===== config.mk =====
export PLATFORM = sky130hd
export DESIGN_NAME = uart_tx
export DESIGN_NICKNAME = d
export VERILOG_FILES = /design/src/rtl/uart_tx_pkg.sv /design/src/rtl/uart_bit_timer.sv /design/src/rtl/uart_tx.sv
export SDC_FILE = /design/constraint.sdc
export NUM_CORES = 1
export LEC_CHECK = 0
export CAP_MARGIN = 5
export CORE_ASPECT_RATIO = 1.25
export CORE_UTILIZATION = 54
export CTS_CLUSTER_SIZE = 14
export DETAILED_ROUTE_END_ITERATION = 12
export GPL_ROUTABILITY_DRIVEN = 0
export PLACE_DENSITY = 0.84
export SLEW_MARGIN = 20
export SYNTH_ARGS = -nofsm -noshare
export SYNTH_HDL_FRONTEND = slang
export SYNTH_HIERARCHICAL = 1
export SYNTH_SLANG_ARGS = --single-unit

===== constraint.sdc =====
create_clock -name i_clk -period 2.47 [get_ports i_clk]
set_input_delay 0.6175 -clock i_clk [delete_from_list [all_inputs] [get_ports i_clk]]
set_output_delay 0.6175 -clock i_clk [all_outputs]
set_load 0.005 [all_outputs]

===== src/rtl/uart_tx_pkg.sv =====
// Shared UART definitions: FSM states, parity modes and small helpers.
// Used by uart_tx and reusable by the matching receiver.
package uart_tx_pkg;

  typedef enum logic [2:0] {
    ST_IDLE,
    ST_START,
    ST_DATA,
    ST_PARITY,
    ST_STOP
  } uart_state_t;

  localparam int PARITY_NONE = 0;
  localparam int PARITY_ODD  = 1;
  localparam int PARITY_EVEN = 2;

  function automatic int max_int(input int a, input int b);
    return (a > b) ? a : b;
  endfunction

endpackage


===== src/rtl/uart_bit_timer.sv =====
// Bit-slot timer: counts 0..2*p_BITSLOT_HALF_PERIOD-1 while enabled and flags the wrap.
// A clear takes priority over counting and restarts the slot from zero.
module uart_bit_timer #(
  parameter int p_BITSLOT_HALF_PERIOD = 1,
  localparam int CW = $clog2(2 * p_BITSLOT_HALF_PERIOD)
) (
  input  logic          i_clk,
  input  logic          i_rst,
  input  logic          i_clr,
  input  logic          i_en,
  output logic [CW-1:0] o_cnt,
  output logic          o_wrap
);

  localparam logic [CW-1:0] SLOT_LAST = CW'(2 * p_BITSLOT_HALF_PERIOD - 1);

  assign o_wrap = i_en && (o_cnt == SLOT_LAST);

  always_ff @(posedge i_clk or posedge i_rst) begin
    if (i_rst) begin
      o_cnt <= '0;
    end else if (i_clr || o_wrap) begin
      o_cnt <= '0;
    end else if (i_en) begin
      o_cnt <= o_cnt + 1'b1;
    end
  end

endmodule


===== src/rtl/uart_tx.sv =====
// UART transmitter: valid/ready word in, start + LSB-first data + optional parity + stop bits out.
// o_tx and o_ready are registered; o_ready also opens in the final stop clock for gapless frames.
module uart_tx
  import uart_tx_pkg::*;
#(
  parameter int p_BITSLOT_HALF_PERIOD = 1,
  parameter int p_DATA_BITS           = 8,
  parameter int p_STOP_BITS           = 1,
  parameter int p_PARITY              = PARITY_NONE
) (
  input  logic                   i_clk,
  input  logic                   i_rst,
  input  logic [p_DATA_BITS-1:0] i_data,
  input  logic                   i_valid,
  output logic                   o_ready,
  output logic                   o_tx,
  output logic                   o_busy
);

  localparam int CW = $clog2(2 * p_BITSLOT_HALF_PERIOD);
  localparam int BW = $clog2(max_int(p_DATA_BITS, p_STOP_BITS) + 1);

  localparam logic [CW-1:0] SLOT_PRE_LAST = CW'(2 * p_BITSLOT_HALF_PERIOD - 2);
  localparam logic [BW-1:0] DATA_LAST     = BW'(p_DATA_BITS - 1);
  localparam logic [BW-1:0] STOP_LAST     = BW'(p_STOP_BITS - 1);
  localparam logic          PAR_INVERT    = (p_PARITY == PARITY_ODD);

  uart_state_t            state;
  logic [p_DATA_BITS-1:0] shift;
  logic [BW-1:0]          bit_cnt;
  logic                   par_bit;
  logic [CW-1:0]          slot_cnt;
  logic                   slot_wrap;
  logic                   xfer;

  assign xfer   = i_valid && o_ready;
  assign o_busy = (state != ST_IDLE);

  uart_bit_timer #(
    .p_BITSLOT_HALF_PERIOD(p_BITSLOT_HALF_PERIOD)
  ) u_timer (
    .i_clk  (i_clk),
    .i_rst  (i_rst),
    .i_clr  (xfer),
    .i_en   (o_busy),
    .o_cnt  (slot_cnt),
    .o_wrap (slot_wrap)
  );

  always_ff @(posedge i_clk or posedge i_rst) begin
    if (i_rst) begin
      state   <= ST_IDLE;
      o_tx    <= 1'b1;
      o_ready <= 1'b0;
      shift   <= '0;
      bit_cnt <= '0;
      par_bit <= 1'b0;
    end else begin
      o_ready <= 1'b0;
      case (state)
        ST_IDLE: begin
          o_tx    <= 1'b1;
          o_ready <= 1'b1;
          if (xfer) begin
            shift   <= i_data;
            par_bit <= (^i_data) ^ PAR_INVERT;
            bit_cnt <= '0;
            state   <= ST_START;
            o_tx    <= 1'b0;
            o_ready <= 1'b0;
          end
        end
        ST_START: begin
          if (slot_wrap) begin
            state   <= ST_DATA;
            o_tx    <= shift[0];
            shift   <= shift >> 1;
            bit_cnt <= '0;
          end
        end
        ST_DATA: begin
          if (slot_wrap) begin
            if (bit_cnt == DATA_LAST) begin
              bit_cnt <= '0;
              if (p_PARITY != PARITY_NONE) begin
                state <= ST_PARITY;
                o_tx  <= par_bit;
              end else begin
                state <= ST_STOP;
                o_tx  <= 1'b1;
              end
            end else begin
              o_tx    <= shift[0];
              shift   <= shift >> 1;
              bit_cnt <= bit_cnt + 1'b1;
            end
          end
        end
        ST_PARITY: begin
          if (slot_wrap) begin
            state   <= ST_STOP;
            o_tx    <= 1'b1;
            bit_cnt <= '0;
          end
        end
        ST_STOP: begin
          // Registered ready: raise it one clock early so it is high during the last stop clock.
          if (bit_cnt == STOP_LAST && slot_cnt == SLOT_PRE_LAST && !slot_wrap)
            o_ready <= 1'b1;
          if (slot_wrap) begin
            if (bit_cnt == STOP_LAST) begin
              bit_cnt <= '0;
              if (xfer) begin
                shift   <= i_data;
                par_bit <= (^i_data) ^ PAR_INVERT;
                state   <= ST_START;
                o_tx    <= 1'b0;
              end else begin
                state   <= ST_IDLE;
                o_ready <= 1'b1;
              end
            end else begin
              bit_cnt <= bit_cnt + 1'b1;
            end
          end
        end
        default: begin
          state <= ST_IDLE;
          o_tx  <= 1'b1;
        end
      endcase
    end
  end

endmodule

==> results.txt <==
----------------------------------------------------
[Setup path]
  Critical Path Sink ... o_busy
  Capture point of the worst reg-to-reg path ... shift[4]$_DFFE_PP0P_
  CP Class ... flop to output pin
  Launch point of the worst path ... state[0]$_DFFE_PP0P_
  Worst setup SP type ... flop
  Startpoint of the most critical register-to-register path ... bit_cnt[0]$_DFFE_PP0P_
  Data arrival, critical path ... 1.55 ns
  Worst reg-to-reg setup slack ... 0.30 ns
  Max Fanout on Critical Path ... 8
  Worst Setup End Kind ... output pin
  Reg2reg path depth ... 6
  Req. time, crit path ... 1.85 ns

[Pwr]
  Sw power ... 0.596 mW
  Share of total power consumed by net switching ... 35.7%
  Clock network power share ... 11.0%
  Static Leakage ... 0.610 nW
  Worst voltage drop across the vdd grid ... 0.864 mV
  Sequential group share of total power ... 31.2%
  Power per standard cell area ... 1260 nW/um2
  Comb power frac ... 57.8%
  Total internal power ... 1.07 mW

[Routing]
  Final wirelength ... 2.16 mm
  Vias ... 862
  Violation count after the first detailed-route iteration ... 15
  Per-cell routed wire length ... 15.1 um
  Post-route DRC violation count ... 0
  Vias/cell ... 6.03
  Post-route antenna net violation count ... 0
  TritonRoute pass-1 iters ... 4

[Yosys]
  Mean post-synth cell area ... 10.8 um2
  Portion of synthesized cell area occupied by the leading cell type ... 37.6%
  Fraction of synthesis flops using an asynchronous set or reset pin ... 100%
  Number of warning messages in the yosys log ... 6
  Syn nets ... 118
  Synth Register Bits ... 18
  Most used standard cells in the synthesized netlist ... 17 x sky130_fd_sc_hd__dfrtp_1, 8 x sky130_fd_sc_hd__inv_1, 8 x sky130_fd_sc_hd__mux2_2, 8 x sky130_fd_sc_hd__mux2_4
  Cell taking the most area after synthesis ... sky130_fd_sc_hd__dfrtp_1
  Number of enable-type register cells in the synthesized netlist ... 0
  Post-synth design cell area ... 1130 um2
  Cells taking the most area after synthesis ... sky130_fd_sc_hd__dfrtp_1 38%, sky130_fd_sc_hd__mux2_4 11%, sky130_fd_sc_hd__mux2_2 8.0%
  Primary flip-flop cell chosen by synthesis mapping ... sky130_fd_sc_hd__dfrtp_1
  Sequential element share of the synthesized area ... 39.9%
  Most instantiated library cell after synthesis ... sky130_fd_sc_hd__dfrtp_1
  Synth cell types ... 42
  Cells after Synth ... 105

[Global route]
  Number of antenna violations at the first check in global routing ... 0
  First-pass GRT wire length ... 3.75 mm
  Via count of the first global-routing pass ... 849
  Total global routing track utilization ... 22.4%
  Maximum number of pins on one net before global-route repair ... 18
  Congestion Overflow GR ... 0

[Run]
  Max_cap viols ... 0

[Timing]
  Worst Clk Skew ... 0.00302 ns
  Worst-margin pin slew ... 0.658 ns
  Achievable Freq ... 461 MHz
  Final setup margin ... 0.300 ns
  Final Slew Violations ... 0
  Final count of negative-setup-slack endpoints ... 0
  Aggregate negative setup slack ... 0 ns
  Hold Fails Final Rpt ... 0
  Tmin final ... 2.17 ns
  Worst slew margin relative to its limit ... 56.1%
  Portion of the clock cycle consumed by the worst path in the final layout ... 87.9%
  RSZ-0062 raised after global routing ... no

[Floorplanning]
  Starting density of the core ... 57.1%
  Die span in y ... 53.2 um
  Placement Rows ... 18
  Floorplan die area ... 2280 um2
  Top-level port count ... 14
  Overall die width ... 43.0 um
  Placeable core region ... 1980 um2

[Cells and area]
  Ratio of cells with drive above 1 in the final layout ... 25.2%
  NumNets Final ... 137
  Util after Layout ... 67.0%
  Antenna cell count ... 0
  Synth-to-layout area growth ... 17.2%

[Clock network]
  Number of buffers added by the clock tree synthesis step ... 3
  Buffer cell driving the clock tree root ... sky130_fd_sc_hd__clkbuf_4
  CTS H-Tree Depth ... 1
  TritonCTS clock tree ... yes
  Number of buffers inserted to repair setup after CTS ... 0
  Resized cells post-CTS ... 0
  Clock insertion delay at the later pin of the skew report ... 0.29 ns
  Reg clk slew, reported paths ... 0.10 ns
  Count of clock tree sinks ... 18
  Quantity of hold-fixing buffers added after cts ... 0
  Buffer levels on the longest clock path ... 2

[Status]
  Outcome ... finished, final reports clean

[Placement]
  DP HPWL ... 1.64 mm
  IO buf count ... 13
  Worst-case setup slack after placement ... 0.0692 ns

[Worst hold path]
  Class of the most critical hold timing path ... input pin to async pin

----------------------------------------------------
## layer usage
layer | part of all wire (%) | GRT usage, % | routed length (um) | vias to the layer above
li1 | - | - | - | 420
met1 | 43 | 26.7 | 938 | 419
met4 | 1.1 | 10.6 | 23 | 0
met3 | 2.9 | 2.05 | 62 | 4
met2 | 53 | 40.2 | 1130 | 19
met5 | 0 | 0 | 0 | -
## sequential cells by signal, indices dropped and copies added (netlist names)
name	flops
bit_cnt	4
o_tx	1
shift	8
u_timer/o_cnt	1
o_ready	1
state	3
## cells in the final DEF (no fill, tap or decap), types with 2 or more instances in the layout
cell / count
sky130_fd_sc_hd__xnor2_1: 2
sky130_fd_sc_hd__mux2_4: 8
sky130_fd_sc_hd__a21oi_1: 5
sky130_fd_sc_hd__mux2_2: 8
sky130_fd_sc_hd__nand2_1: 5
sky130_fd_sc_hd__a211o_1: 3
sky130_fd_sc_hd__o21ai_0: 2
sky130_fd_sc_hd__ha_1: 2
sky130_fd_sc_hd__clkbuf_4: 3
sky130_fd_sc_hd__nand2b_1: 2
sky130_fd_sc_hd__buf_4: 4
sky130_fd_sc_hd__nor2_1: 6
sky130_fd_sc_hd__dfrtp_1: 17
sky130_fd_sc_hd__clkdlybuf4s50_1: 13
sky130_fd_sc_hd__a2111oi_0: 2
sky130_fd_sc_hd__nand3_1: 6
sky130_fd_sc_hd__inv_1: 8
## stage by stage
step / power, mW / instances / hold WS (ns) / area (um2)
6_report: 1.67 / 143 / 0.468 / 1330
2_1_floorplan: 1.28 / 105 / 0.346 / 1130
3_3_place_gp: 1.45 / 139 / 0.493 / 1290
3_5_place_dp: 1.49 / 139 / 0.493 / 1290
4_1_cts: 1.68 / 143 / 0.454 / 1330
5_1_grt: 1.80 / 143 / 0.485 / 1330
## cells by family after synthesis
family	share of synthesized area, %
flip-flops	39.9
XOR/XNOR	2.32
AO/OA/AOI/OAI	14.7
buffers and inverters	5.30
AND/OR/NAND/NOR	16.0
adder cells (fa/ha/maj)	2.21
multiplexers	19.6
## worst min path at each step
stage,from,endpoint,cells past startpoint
6_report,i_rst,u_timer/o_cnt$_DFFE_PP0P_,2
4_1_cts,i_rst,u_timer/o_cnt$_DFFE_PP0P_,2
2_1_floorplan,i_rst,u_timer/o_cnt$_DFFE_PP0P_,1
5_1_grt,i_rst,u_timer/o_cnt$_DFFE_PP0P_,2
3_5_place_dp,shift[7]$_DFFE_PP0P_,shift[7]$_DFFE_PP0P_,1
3_3_place_gp,shift[4]$_DFFE_PP0P_,shift[4]$_DFFE_PP0P_,1
## worst max-delay path, stage by stage, from the launching register on
cell	delay (ns)
sky130_fd_sc_hd__dfrtp_1	0.52
sky130_fd_sc_hd__nor2_1	0.10
sky130_fd_sc_hd__nand2_1	0.13
sky130_fd_sc_hd__clkdlybuf4s50_1	0.51
## area by class of cell
type	instances	area, um2
fill	156	654
multi-input combinational	75	621
sequential	18	452
timing repair buffer	17	160
clock buffer	4	36.3
inverter	9	33.8
tap	20	25.0
## power by group through the flow
stage / logic [mW] / registers [mW] / clock network (mW)
2_1_floorplan: 0.796 / 0.489 / 0
3_3_place_gp: 0.929 / 0.517 / 0
3_5_place_dp: 0.964 / 0.524 / 0
4_1_cts: 0.968 / 0.521 / 0.191
5_1_grt: 1.06 / 0.540 / 0.202
6_report: 0.964 / 0.521 / 0.184
No activity file was read; power rests on OpenSTA's default activity.
==> variant 1: new RTL, config.mk and constraints unchanged <==
Set the parameter `p_DATA_BITS` to 16 (it was 8).
--- a/src/rtl/uart_tx.sv
+++ b/src/rtl/uart_tx.sv
@@ -5,5 +5,5 @@
 #(
   parameter int p_BITSLOT_HALF_PERIOD = 1,
-  parameter int p_DATA_BITS           = 8,
+  parameter int p_DATA_BITS           = 16,
   parameter int p_STOP_BITS           = 1,
   parameter int p_PARITY              = PARITY_NONE
Ports: changed (resized i_data); port bits go from 14 to 22. No check against the original RTL was run, so the function may have changed too.
==> variant 1 against the original RTL <==
Clock power is 4% higher; register-to-register slack worse by 0.04 ns; total power is 56% higher; worst setup slack worse by 0.097 ns; sequential cell count is 9 higher; routed wire length is 37% higher; area after synthesis is 42% higher; count of clock-buffer cells in the layout stayed put; final area is 44% higher; critical endpoint unchanged; largest power group unchanged.
==> variant 1: results (changes against the original RTL) <==
[clocking]
clkTransAtPathRegs_ns=0.14  ; was 0.10 ns
clockBufferDepth=2  ; unchanged
cts.sinks=27  ; was 18
clkLatencyLatePin_ns=0.33  ; was 0.29 ns

[cells_and_area]
nNonClkInverters=11  ; was 9
n_all_buffers=29  ; was 17
nets=192  ; was 137
drive_gt1_share_pct=29.2  ; was 25.2%
nMultiInputCombCells=97  ; was 75
sh_seq_area_pct=35.4  ; was 34.0%
largestRegisters=shift (16), bit_cnt (5), state (3)  ; was shift (8), bit_cnt (4), state (3)
nFillCells=208  ; was 156
area_share_nonclk_buffers_pct=14.8  ; was 12.1%
clkCellAreaFrac_pct=1.37  ; was 2.73%
final_cells=202  ; was 143
multi_input_area_share_pct=44.0  ; was 46.7%

[place]
dp.final_hpwl_um=2140  ; was 1640 um
dpl-instance-area_mm2=0.00189  ; was 0.00129 mm2
portBuffers=21  ; was 13

[yosys]
ys_seq_area_share_pct=42.0  ; was 39.9%
synth_area_leaders=dfrtp_1 40%, mux2_2 15%, mux2_4 9.3%  ; was dfrtp_1 38%, mux2_4 11%, mux2_2 8.0%
synth_xor_area_share_pct=2.17  ; was 2.32%
synth_compound_area_share_pct=10.7  ; was 14.7%
synthMuxAreaShare_pct=25.3  ; was 19.6%
ys_types=38  ; was 42
synth_fa_ha_area_share_pct=3.11  ; was 2.21%
postSynthAreaPerCell_um2=11.3  ; was 10.8 um2

[worst_setup_path]
cp.arrival_ns=1.65  ; was 1.55 ns
cp-startpoint=state[1]$_DFFE_PP0P_  ; was state[0]$_DFFE_PP0P_
critPathMaxFanout=4  ; was 8
r2r_cells=9  ; was 6

[grt]
met3_usage_pct=2.42  ; was 2.05%
grt_pass1_wl_um=5030  ; was 3750 um
grt_pass1_vias=1125  ; was 849
grt_max_degree=27  ; was 18
use_met2_pct=34.2  ; was 40.2%

[power]
pg_clk_uw=192  ; was 184 uW
p_int_uw=1670  ; was 1070 uW
pg_comb_uw=1640  ; was 964 uW
cellLeakagePower_uw=0.000838  ; was 0.000610 uW
ir_drop_v=0.000895  ; was 0.000864 V
clkPwrFrac_pct=7.4  ; was 11.0%

[timing]
fin_skew_ns=0.00242  ; was 0.00302 ns
worstMarginPinSlew_ns=0.385  ; was 0.658 ns

[detailed_routing]
wl_met1_um=1340  ; was 938 um
detail_route.wl_per_cell_um=14.6  ; was 15.1 um
wl_met3_um=85  ; was 62 um
dr_wl_met2_um=1460  ; was 1130 um
drtIter0Drc=26  ; was 15

[die]
tapCellCount=34  ; was 20

[outcome]
outcome=finished, final reports clean  ; unchanged

## variant 1: cell types whose count changed in the layout (fill, tap and decap cells not counted), moves of 3 or more
cell and delta:
buf_4 +3, o21ai_0 +3, o22ai_1 +3, inv_1 +3
nand2_1 +3, dfrtp_1 +9, mux2_2 +14, a21oi_1 -3
clkdlybuf4s50_1 +8
## variant 1: path summary, 6_finish.rpt
kind / slack (ns) / to
min in group i_clk: 0.53 / shift[3]$_DFFE_PP0P_
hold reg to reg: 0.53 / shift[3]$_DFFE_PP0P_
max in group asynchronous: 1.53 / o_tx$_DFFE_PP1P_
hold / removal: 0.42 / u_timer/o_cnt$_DFFE_PP0P_
setup reg to reg: 0.26 / shift[14]$_DFFE_PP0P_
setup / recovery: 0.20 / o_busy
## variant 1: worst max-delay path, stage by stage, from the launching register on
cell,delay [ns]
dfrtp_1,0.40
or3_1,0.44
clkdlybuf4s50_1,0.48
==> variant 2: new RTL, config.mk and constraints unchanged <==
Without the edit above. Re-encode `uart_state_t` (5 states) as one-hot, 5 bits wide.
--- a/src/rtl/uart_tx_pkg.sv
+++ b/src/rtl/uart_tx_pkg.sv
@@ -3,10 +3,10 @@
 package uart_tx_pkg;
 
-  typedef enum logic [2:0] {
-    ST_IDLE,
-    ST_START,
-    ST_DATA,
-    ST_PARITY,
-    ST_STOP
+  typedef enum logic [4:0] {
+    ST_IDLE   = 5'b00001,
+    ST_START  = 5'b00010,
+    ST_DATA   = 5'b00100,
+    ST_PARITY = 5'b01000,
+    ST_STOP   = 5'b10000
   } uart_state_t;
 
Behaviour: same outputs for any inputs over 10 cycles, from zero or initial values and one cycle with i_rst high; not proved beyond that.
==> variant 2 against the original RTL <==
Cell count rose by 3.5%; area after synthesis rose by 0.44%; fmax fell by 8.9%; routed wire length grew 8.8%; sequential cell count up 1; final area is 0.38% lower; worst setup slack lost 0.21 ns; first-iteration DRC count up 87%; clock power shrank 15%; total power fell by 27%; largest cell class unchanged.
==> variant 2: results (changes against the original RTL) <==
[cells_and_area]
largestRegisters=shift (8), bit_cnt (4), state (4)  ; was shift (8), bit_cnt (4), state (3)
drive_gt1_share_pct=19.5  ; was 25.2%
nFillCells=159  ; was 156

[yosys]
synthMuxAreaShare_pct=17.1  ; was 19.6%
synth_xor_area_share_pct=1.54  ; was 2.32%
synth_top_cells_by_count=17 x dfrtp_1, 12 x nand2_1, 8 x inv_1, 8 x o21ai_0  ; was 17 x dfrtp_1, 8 x inv_1, 8 x mux2_2, 8 x mux2_4
syn_nets=123  ; was 118
synth_compound_area_share_pct=12.0  ; was 14.7%
ys_types=37  ; was 42
synth_area_leaders=dfrtp_1 37%, mux2_4 9.2%, mux2_1 6.9%  ; was dfrtp_1 38%, mux2_4 11%, mux2_2 8.0%

[worst_setup_path]
timing.rr.start=state[0]$_DFFE_PP1P_  ; was bit_cnt[0]$_DFFE_PP0P_
slowest_delay_ns=0.54  ; was 0.52 ns
crit_slowest_cell=clkdlybuf4s50_1  ; was dfrtp_1
r2r-end=shift[3]$_DFFE_PP0P_  ; was shift[4]$_DFFE_PP0P_
critPathMaxFanout=10  ; was 8
cp.arrival_ns=1.77  ; was 1.55 ns
r2r_cells=8  ; was 6

[grt]
antenna_found_initial=0  ; unchanged
grt_max_degree=19  ; was 18
grt_pass1_wl_um=4000  ; was 3750 um
use_met2_pct=41.7  ; was 40.2%
grtUsageTotal_pct=23.2  ; was 22.4%
grt_pass1_vias=863  ; was 849
grtUsageMet1_pct=29.2  ; was 26.7%

[detailed_routing]
detail_route.wl_per_cell_um=15.9  ; was 15.1 um
dr_wl_met2_um=1270  ; was 1130 um
wl_met1_um=959  ; was 938 um
drtIter0Drc=28  ; was 15
via_per_inst=6.07  ; was 6.03
wl_met3_um=85  ; was 62 um

[timing]
worstMarginPinSlew_ns=0.664  ; was 0.658 ns

[power]
power_switching_share_pct=33.6  ; was 35.7%
cellLeakagePower_uw=0.000612  ; was 0.000610 uW

[place]
pre_cts_slack_ns=0.181  ; was 0.0692 ns
dpl-instance-area_mm2=0.00128  ; was 0.00129 mm2
dp.final_hpwl_um=1770  ; was 1640 um

[outcome]
outcome=finished, final reports clean  ; unchanged

[clocking]
clkLatencyLatePin_ns=0.29  ; about the same

-- variant 2: cell type report --
class	count	area share (%)
inverter	8	2.27
clock buffer	4	1.99
sequential	19	36.4
tap	20	1.89
timing repair buffer	19	13.2
multi-input combinational	78	44.2
-- variant 2: worst max path at each step --
stage,start,to,slack (ns),depth (start not counted)
floorplan,state[4]$_DFFE_PP0P_,shift[0]$_DFFE_PP0P_,0.41,10
global placement,state[0]$_DFFE_PP1P_,shift[2]$_DFFE_PP0P_,0.24,8
detailed placement,state[1]$_DFFE_PP0P_,shift[3]$_DFFE_PP0P_,0.18,9
CTS,state[1]$_DFFE_PP0P_,o_busy,0.02,4
global route,state[4]$_DFFE_PP0P_,o_busy,0.007,4
finish,state[4]$_DFFE_PP0P_,o_busy,0.09,4
-- variant 2: critical path: cells and delay by family (launching register included) --
family	cells	cell delay (ns)
AND/OR/NAND/NOR	2	0.30
buffers and inverters	2	0.70
flip-flops	1	0.47
-- variant 2: per-stage QoR --
| step | cells | hold WS, ns | util [%] | total power [uW] |
|---|---|---|---|---|
| after floorplan | 110 | 0.346 | - | 877 |
| after global placement | 142 | 0.486 | 64.5 | 1000 |
| after detailed placement | 142 | 0.489 | 64.5 | 1030 |
| after CTS | 146 | 0.469 | 65.8 | 1190 |
| after global routing | 148 | 0.471 | 66.7 | 1290 |
| final | 148 | 0.470 | 66.7 | 1210 |
-- variant 2: power groups by stage --
stage               Sequential (uW)  Combinational (uW)  Clock (uW)
floorplan                       479                 398           0
global placement                505                 498           0
detailed placement              517                 516           0
CTS                             510                 520         157
global route                    514                 605         174
finish                          503                 551         156
-- variant 2: timing repair --
action                                 4_1_cts  5_1_grt
gates resized for setup                      0        3
setup buffers                                0        2
endpoints found under the hold margin        0        0
setup endpoints to repair                    0        8
